File: src/rtl/next_queue_ctrl.sv
// next_queue_ctrl: 7-bag upcoming-piece queue sequencer with valid/take head.
// Optional macro NEXT_QUEUE_SEED_LOAD_EN adds seed_load/seed_in ports.

typedef enum logic [2:0] {
  PIECE_I = 3'd0,
  PIECE_O = 3'd1,
  PIECE_T = 3'd2,
  PIECE_J = 3'd3,
  PIECE_L = 3'd4,
  PIECE_S = 3'd5,
  PIECE_Z = 3'd6,
  BLANK   = 3'd7
} tile_type_t;

module next_queue_ctrl #(
  parameter int          QUEUE_DEPTH = 5,
  parameter logic [15:0] SEED        = 16'hACE1,
  localparam int         CW = $clog2(QUEUE_DEPTH + 1)
) (
  input  logic          clk,
  input  logic          rst,
  input  logic          flush,
  input  logic          take,
`ifdef NEXT_QUEUE_SEED_LOAD_EN
  input  logic          seed_load,
  input  logic [15:0]   seed_in,
`endif
  output logic          next_valid,
  output tile_type_t    next_piece,
  output tile_type_t    pieces_queue [QUEUE_DEPTH],
  output logic [CW-1:0] queue_count
);

  typedef enum logic {
    S_SEARCH = 1'b0,
    S_FULL   = 1'b1
  } state_t;

  localparam logic [CW-1:0] DEPTH_C = CW'(QUEUE_DEPTH);

  state_t        r_state;
  state_t        w_state_nxt;
  tile_type_t    r_q     [QUEUE_DEPTH];
  tile_type_t    w_q_nxt [QUEUE_DEPTH];
  logic [CW-1:0] r_count;
  logic [CW-1:0] w_count_nxt;
  logic [CW-1:0] w_tail;
  logic [6:0]    r_mask;
  logic [6:0]    w_mask_nxt;
  logic [6:0]    w_mask_clr;
  logic [15:0]   r_lfsr;
  logic [15:0]   w_lfsr_nxt;
  logic [15:0]   w_lfsr_step;
  logic [2:0]    r_cand;
  logic [2:0]    w_cand_nxt;
  logic          w_has;
  logic          w_pop_raw;
  logic          w_pop;
  logic          w_room;
  logic          w_search;
  logic          w_commit;

  // Index 7 is not a piece; fold it onto I.
  function automatic logic [2:0] map3(input logic [2:0] v);
    return (v == 3'd7) ? 3'd0 : v;
  endfunction

  assign w_has     = (r_count != '0);
  assign w_pop_raw = take && w_has;
  assign w_pop     = w_pop_raw && !flush;
  assign w_room    = (r_count < DEPTH_C) || w_pop_raw;
  assign w_search  = !flush && (r_state == S_SEARCH) && w_room;
  assign w_commit  = w_search && r_mask[r_cand];
  assign w_tail    = w_pop ? (r_count - 1'b1) : r_count;

  assign w_lfsr_step = {1'b0, r_lfsr[15:1]}
                     ^ (r_lfsr[0] ? 16'hB400 : 16'h0000);
  assign w_mask_clr  = r_mask & ~(7'b1 << r_cand);

  // Next queue contents: flush clears, pop shifts, commit writes the tail.
  always_comb begin
    w_q_nxt = r_q;
    if (flush) begin
      for (int i = 0; i < QUEUE_DEPTH; i++)
        w_q_nxt[i] = BLANK;
    end else begin
      if (w_pop) begin
        for (int i = 0; i < QUEUE_DEPTH - 1; i++)
          w_q_nxt[i] = r_q[i+1];
        w_q_nxt[QUEUE_DEPTH-1] = BLANK;
      end
      for (int i = 0; i < QUEUE_DEPTH; i++)
        if (w_commit && (w_tail == CW'(i)))
          w_q_nxt[i] = tile_type_t'(r_cand);
    end
  end

  // Next count, bag mask, randomizer and FSM state.
  always_comb begin
    w_count_nxt = r_count;
    w_mask_nxt  = r_mask;
    w_lfsr_nxt  = r_lfsr;
    w_cand_nxt  = r_cand;
    w_state_nxt = r_state;
    if (flush) begin
      w_count_nxt = '0;
      w_mask_nxt  = 7'h7F;
      w_state_nxt = S_SEARCH;
    end else begin
      unique case ({w_commit, w_pop})
        2'b10:   w_count_nxt = r_count + 1'b1;
        2'b01:   w_count_nxt = r_count - 1'b1;
        default: w_count_nxt = r_count;
      endcase
      if (w_commit) begin
        w_mask_nxt = (w_mask_clr == 7'h00) ? 7'h7F : w_mask_clr;
        w_lfsr_nxt = w_lfsr_step;
        w_cand_nxt = map3(w_lfsr_step[2:0]);
      end else if (w_search) begin
        w_cand_nxt = (r_cand == 3'd6) ? 3'd0 : r_cand + 3'd1;
      end
      unique case (r_state)
        S_SEARCH: if (!w_room) w_state_nxt = S_FULL;
        S_FULL:   if (w_pop)   w_state_nxt = S_SEARCH;
        default:  w_state_nxt = S_SEARCH;
      endcase
    end
`ifdef NEXT_QUEUE_SEED_LOAD_EN
    if (seed_load) begin
      w_lfsr_nxt = (seed_in == 16'h0000) ? SEED : seed_in;
      w_cand_nxt = map3(w_lfsr_nxt[2:0]);
    end
`endif
  end

  // State registers with asynchronous reset.
  always_ff @(posedge clk or posedge rst) begin
    if (rst) begin
      for (int i = 0; i < QUEUE_DEPTH; i++)
        r_q[i] <= BLANK;
      r_count <= '0;
      r_mask  <= 7'h7F;
      r_lfsr  <= SEED;
      r_cand  <= map3(SEED[2:0]);
      r_state <= S_SEARCH;
    end else begin
      r_q     <= w_q_nxt;
      r_count <= w_count_nxt;
      r_mask  <= w_mask_nxt;
      r_lfsr  <= w_lfsr_nxt;
      r_cand  <= w_cand_nxt;
      r_state <= w_state_nxt;
    end
  end

  assign pieces_queue = r_q;
  assign next_piece   = r_q[0];
  assign next_valid   = w_has;
  assign queue_count  = r_count;

endmodule
File: config.mk
export PLATFORM = sky130hd
export DESIGN_NAME = next_queue_ctrl
export DESIGN_NICKNAME = d
export VERILOG_FILES = /design/src/rtl/next_queue_ctrl.sv
export SDC_FILE = /design/constraint.sdc
export NUM_CORES = 1
export LEC_CHECK = 0
export CAP_MARGIN = 25
export CORE_MARGIN = 5
export CORE_UTILIZATION = 30
export CTS_BUF_LIST = sky130_fd_sc_hd__clkbuf_16
export CTS_CLUSTER_SIZE = 20
export DETAILED_ROUTE_END_ITERATION = 8
export DONT_BUFFER_PORTS = 1
export PLACE_DENSITY = 0.4
export SLEW_MARGIN = 20
export SYNTH_ARGS = -nofsm -noshare
export SYNTH_HDL_FRONTEND = slang
export SYNTH_SLANG_ARGS = --single-unit
File: constraint.sdc
create_clock -name clk -period 6.1 [get_ports clk]
set_input_delay 1.22 -clock clk [delete_from_list [all_inputs] [get_ports clk]]
set_output_delay 1.22 -clock clk [all_outputs]
set_load 0.05 [all_outputs]
# == Yosys cells after proc, flatten, opt, wreduce, memory -nomap -nowiden ==
# Cells that the tools add are included.
# totals
reg_bits,45
in_bits,4
word_cells,78
# classes
add_sub_neg,3
magnitude_cmp,2
n_eq_ne,8
shift,1
muxes,24
bitwise_logic,5
reduce_logical,25
# op_table
op,n
3-bit 2-to-1 mux,11
15-bit 2-to-1 mux,2
7-bit 2-to-1 mux,3
3-bit nonzero test,7
16-bit 2-to-1 mux,1
15-bit by 16-bit XOR with 16-bit output,1
1-bit logical AND,10
3-bit equality test (second input constant),3
7-bit AND,1
7-bit zero test,1
7-bit NOT,1
1-bit by 3-bit left shift with 7-bit output (first input constant),1
3-bit by 1-bit adder with 3-bit output (second input constant),2
3-bit by 2-bit equality test with 1-bit output (second input constant),2
3-bit one-hot mux with 2 select lines,1
3-bit by 4-bit less-than comparator with 1-bit output (second input constant),1
1-bit 2-to-1 mux,4
2-bit AND reduction,2
2-bit nonzero test,2
1-bit binary-select mux with 3-bit select,1
3-bit by 1-bit equality test with 1-bit output (second input constant),1
3-bit zero test,1
3-bit less-than comparator (second input constant),1
3-bit by 1-bit subtractor with 3-bit output (second input constant),1
6 further kinds,7

# == Logic depth before layout (Yosys ltp) ==
# logic_depth
ltp_word,8
mapped_depth,9
ltp_nobuf,7

# == Worst setup path before layout ==
# Ideal clock, no wire load.
# synth_timing
path_type,reg-to-output
from,"register r_count[0], in the netlist queue_count[0]"
to,output next_valid
t_arrival_ps,1958
required_ps,4880
slack_ps,2922
path_stages_with_launch,6
path_buffers,2
path_cell_list,dfrtp_1 buf_2 inv_1 ha_1 nand2b_1 clkbuf_1
# synth_via
elab_chain_cells,1
# synth_rtl
item,line_no,text
from (decl),45,logic [CW-1:0] r_count;
from (signal assigned),148,r_count <= w_count_nxt;
3-bit nonzero test,68,assign w_has = (r_count != '0);
to (decl),28,"output logic next_valid,"
# Every way passes these cells.

# == Final worst setup path ==
# Ends and elaborated chain as after synthesis.

==> report_table.html <==
<table>
<tr><th>Metric</th><th>Value</th></tr>
<tr><th colspan="2">Floorplanning</th></tr>
<tr><td>DIE AREA</td><td>10500 sq um</td></tr>
<tr><td>Standard-cell rows</td><td>33</td></tr>
<tr><td>Initial core utilization</td><td>a little under a third</td></tr>
<tr><td>Die span in x</td><td>slightly above 100 um</td></tr>
<tr><td>Vert. Die Dim</td><td>between 100 and 150 um</td></tr>
<tr><td>Num ports</td><td>26</td></tr>
<tr><td>Core outline area</td><td>a little over 8000 sq um</td></tr>
<tr><th colspan="2">Layout</th></tr>
<tr><td>Final core area utilization</td><td>approximately 34%</td></tr>
<tr><td>Antenna diode count</td><td>0</td></tr>
<tr><td>Fraction of layout cells with a size suffix above 1</td><td>between 20% and 30%</td></tr>
<tr><td>Synthesis-to-finish area growth</td><td>9.20%</td></tr>
<tr><td>Net count of the finished layout</td><td>~250</td></tr>
<tr><td>Fill cells</td><td>approximately 850</td></tr>
<tr><th colspan="2">Min path</th></tr>
<tr><td>Tightest Hold Check Type</td><td>register to register</td></tr>
<tr><td>Hold path endpoint</td><td>r_lfsr[8]$_DFFE_PP0P_</td></tr>
<tr><td>WHS Path Cells</td><td>1</td></tr>
<tr><td>Worst min-delay path startpoint</td><td>r_lfsr[8]$_DFFE_PP0P_</td></tr>
<tr><th colspan="2">Power</th></tr>
<tr><td>Maximum resistive drop on vdd</td><td>260 uV</td></tr>
<tr><td>Clock network power share</td><td>17.6%</td></tr>
<tr><td>Cell-internal power</td><td>slightly below 1000 uW</td></tr>
<tr><td>Switching power</td><td>about 800 uW</td></tr>
<tr><td>Switching fraction of total power</td><td>between 40% and 50%</td></tr>
<tr><td>Fraction of power consumed by sequential logic</td><td>47.8%</td></tr>
<tr><td>Total power density per cell area</td><td>between 600 and 700 nW/um^2</td></tr>
<tr><td>Pleak</td><td>0.00111 uW</td></tr>
<tr><td>Combinational power share</td><td>a little over a third</td></tr>
<tr><th colspan="2">Clock network</th></tr>
<tr><td>CTS clk-pin slew, worst paths</td><td>approximately 0.070 ns</td></tr>
<tr><td>Root Buffer Master</td><td>clkbuf_16</td></tr>
<tr><td># hold bufs at CTS</td><td>0</td></tr>
<tr><td>H-tree levels</td><td>2</td></tr>
<tr><td>Buffer count from post-CTS setup fixing</td><td>0</td></tr>
<tr><td>Maximum number of buffers from clock root to sink</td><td>2</td></tr>
<tr><td>Clock insertion delay at the later pin of the skew report</td><td>approximately 0.29 ns</td></tr>
<tr><td>CTS tree</td><td>yes</td></tr>
<tr><td>Inserted Clock Buffers</td><td>5</td></tr>
<tr><td>Clock Sinks</td><td>45</td></tr>
<tr><td># resized after CTS</td><td>0</td></tr>
<tr><th colspan="2">Place</th></tr>
<tr><td>Half-perimeter wire length after placement</td><td>a little over 4 mm</td></tr>
<tr><td>Port-buffer cells</td><td>0</td></tr>
<tr><td>Placer congestion estimate</td><td>0.697</td></tr>
<tr><th colspan="2">Yosys</th></tr>
<tr><td>Cells after Synth</td><td>~250</td></tr>
<tr><td>Total of flip-flops plus latches after synthesis</td><td>45</td></tr>
<tr><td>Commonest register cell after synthesis</td><td>dfstp_2</td></tr>
<tr><td>Number of distinct library cells after synthesis</td><td>53</td></tr>
<tr><td>Post-synthesis net count</td><td>around 250</td></tr>
<tr><td>Sequential element share of the synthesized area</td><td>between 40% and 50%</td></tr>
<tr><td>Post-synthesis instance area</td><td>approximately 2600 sq um</td></tr>
<tr><td>Synth Area per Inst</td><td>about 10 sq um</td></tr>
<tr><td>EDFF count, synth</td><td>0</td></tr>
<tr><td>Async set-reset flop share out of synthesis</td><td>100%</td></tr>
<tr><td>Yosys Warn Count</td><td>0</td></tr>
<tr><th colspan="2">Route</th></tr>
<tr><td># DRC</td><td>0</td></tr>
<tr><td>Number of vias after detailed routing</td><td>around 1800</td></tr>
<tr><td>Per-cell routed wire length</td><td>~18 um</td></tr>
<tr><td>Initial DRC count</td><td>71</td></tr>
<tr><td>Average vias per placed instance</td><td>about 5.3</td></tr>
<tr><td>Wirelength, routed</td><td>between 6 and 7 mm</td></tr>
<tr><td>Post-detailed-route count of antenna-violating nets</td><td>0</td></tr>
<tr><td>DR pass1 iterations</td><td>4</td></tr>
<tr><th colspan="2">Critical path</th></tr>
<tr><td>Endpoint required time on the critical path</td><td>a little under 5 ns</td></tr>
<tr><td>Reg-to-reg slack, setup</td><td>a little over 3 ns</td></tr>
<tr><td>Type of the worst setup path</td><td>register to primary output</td></tr>
<tr><td>Startpoint of the worst register-to-register path</td><td>queue_count[0]$_DFFE_PP0P_</td></tr>
<tr><td>CP Max Fanout</td><td>15</td></tr>
<tr><td>Arrival time of data at the critical path endpoint</td><td>2.04 ns</td></tr>
<tr><td>Startpoint class of the critical path</td><td>register</td></tr>
<tr><td>Critical R2R Capture</td><td>pieces_queue[6]$_DFFE_PP1P_</td></tr>
<tr><td>Type of element capturing the critical path</td><td>primary output</td></tr>
<tr><td>Cells on worst reg2reg path</td><td>8</td></tr>
<tr><th colspan="2">Timing</th></tr>
<tr><td>Measured slew at the worst slew-check pin</td><td>slightly above 0.8 ns</td></tr>
<tr><td>Max Freq</td><td>just over 300 MHz</td></tr>
<tr><td>RSZ-0062 raised after global routing</td><td>false</td></tr>
<tr><td>Headroom to the max-slew limit</td><td>45.0%</td></tr>
<tr><td>Fin crit share</td><td>roughly 53%</td></tr>
<tr><td>Number of slew-limit violations in the final report</td><td>0</td></tr>
<tr><td>Fin Setup TNS</td><td>0 ns</td></tr>
<tr><td>Clock Skew</td><td>about 0.0065 ns</td></tr>
<tr><td>Number of hold-slack violations in the final timing report</td><td>0</td></tr>
<tr><td>Final setup violation count</td><td>0</td></tr>
<tr><td>Clock period minus worst slack</td><td>about 3.3 ns</td></tr>
<tr><th colspan="2">GRT</th></tr>
<tr><td>Total routing usage reported by global routing</td><td>~13%</td></tr>
<tr><td>Remaining Overflow, GRT</td><td>0</td></tr>
<tr><td>Antenna violations before repair</td><td>0</td></tr>
<tr><td>Global-route wire length before repair</td><td>a little over 10 mm</td></tr>
<tr><td>Largest net degree at the start of global routing</td><td>46</td></tr>
<tr><td>Number of global-route vias before repair</td><td>1801</td></tr>
<tr><th colspan="2">Status</th></tr>
<tr><td>Result of the run</td><td>finished, final reports clean</td></tr>
<tr><th colspan="2">Job</th></tr>
<tr><td>Total of max-cap violations</td><td>0</td></tr>
</table>
[worst max-delay path, cell delays in order, from the launching register on]
cell,delay [ns]
dfrtp_1,0.87
inv_1,0.18
ha_1,0.31
nand2b_1,0.09
buf_4,0.29
[state kept, by name, indices dropped and copies added (netlist names)]
name / count
r_lfsr: 16
r_state: 1
queue_count: 3
r_mask: 7
r_cand: 3
pieces_queue: 12
next_piece: 3
[metal layers]
layer  global-route usage (%)  routed length, um  vias up  part of all wire, %
met4                     4.24                 71        0                  1.2
met5                        0                  0        -                    0
li1                         -                  -      873                    -
met2                     18.1               2690       30                   44
met1                     18.3               3070      899                   50
met3                     2.84                312        5                  5.1
[per-stage QoR]
step                setup slack (ns)  hold slack (ns)  area, sq um  total power (uW)  instances
global placement                2.77            0.465         2600              1460        333
CTS                             2.85            0.492         2780              1780        342
floorplan                       2.92            0.432         2570              1330        246
finish                          2.84            0.487         2810              1770        343
global route                    2.72            0.519         2810              1890        343
detailed placement              3.06            0.476         2610              1470        334
[cells in the final DEF, fill, tap and decap left out, drive strengths merged, types with 2 or more instances in the layout]
cell type and instances:
mux2 18, nor3 10, nand2 22, buf 3, mux2i 12, dfrtp 14, a211oi 10, o32ai 2
a2bb2oi 2, o32a 3, nor3b 3, clkbuf 5, nor2 13, and2 2, a21boi 2, nand3 5
o21ai 8, or3 4, o22a 2, nor4b 2, a221o 2, nand2b 4, inv 9, nand3b 5
and3 9, dfstp 31, ha 4, xnor2 5, a21oi 8, nor4 2
[synthesized netlist by cell type (6+ instances only)]
master / n / area, sq um
a211oi_1: 9 / 67.6
a21oi_1: 8 / 40.0
and3_1: 9 / 56.3
clkbuf_1: 8 / 30.0
dfrtp_1: 14 / 350
dfstp_2: 31 / 815
inv_1: 9 / 33.8
mux2_1: 13 / 146
mux2i_1: 12 / 120
nand2_1: 22 / 82.6
nor2_1: 13 / 48.8
nor3_1: 9 / 45.0
o21ai_0: 6 / 30.0
[cell families after synthesis]
family / share of synthesized area, %
xor gates and xnor gates: 1.70
DFF: 45.3
AOI/OAI and AO/OA: 13.8
and+or+nand+nor: 18.7
adders and majority gates: 1.95
muxes: 13.0
buffers and inverters: 5.50
[power by group through the flow]
stage                     Sequential [uW]  Combinational (uW)  Clock [uW]
after floorplan                       731                 601           0
after global placement                851                 610           0
after detailed placement              851                 615           0
after CTS                             846                 618         320
after global routing                  875                 688         331
final                                 844                 613         310
[worst max-delay path by stage]
stage               slack, ns  cells after the start                     endpoint                        from
floorplan                2.92                      5                   next_valid  queue_count[0]$_DFFE_PP0P_
global placement         2.77                      5    next_piece[0]$_DFFE_PP1P_                       flush
detailed placement       3.06                      5  pieces_queue[9]$_DFFE_PP1P_                       flush
CTS                      2.85                      4                   next_valid  queue_count[0]$_DFFE_PP0P_
global route             2.72                      4                   next_valid  queue_count[0]$_DFFE_PP0P_
finish                   2.84                      4                   next_valid  queue_count[0]$_DFFE_PP0P_
[cell type report]
type	count	area [sq um]	share of cell area, %
Multi-Input combinational cell	173	1260	45.1
Sequential cell	45	1160	41.5
Tap cell	105	131	4.68
Clock buffer	5	125	4.46
Timing Repair Buffer	3	46.3	1.65
Clock inverter	3	41.3	1.47
Inverter	9	33.8	1.20
Note: power is estimated with default switching activity, not from simulation.
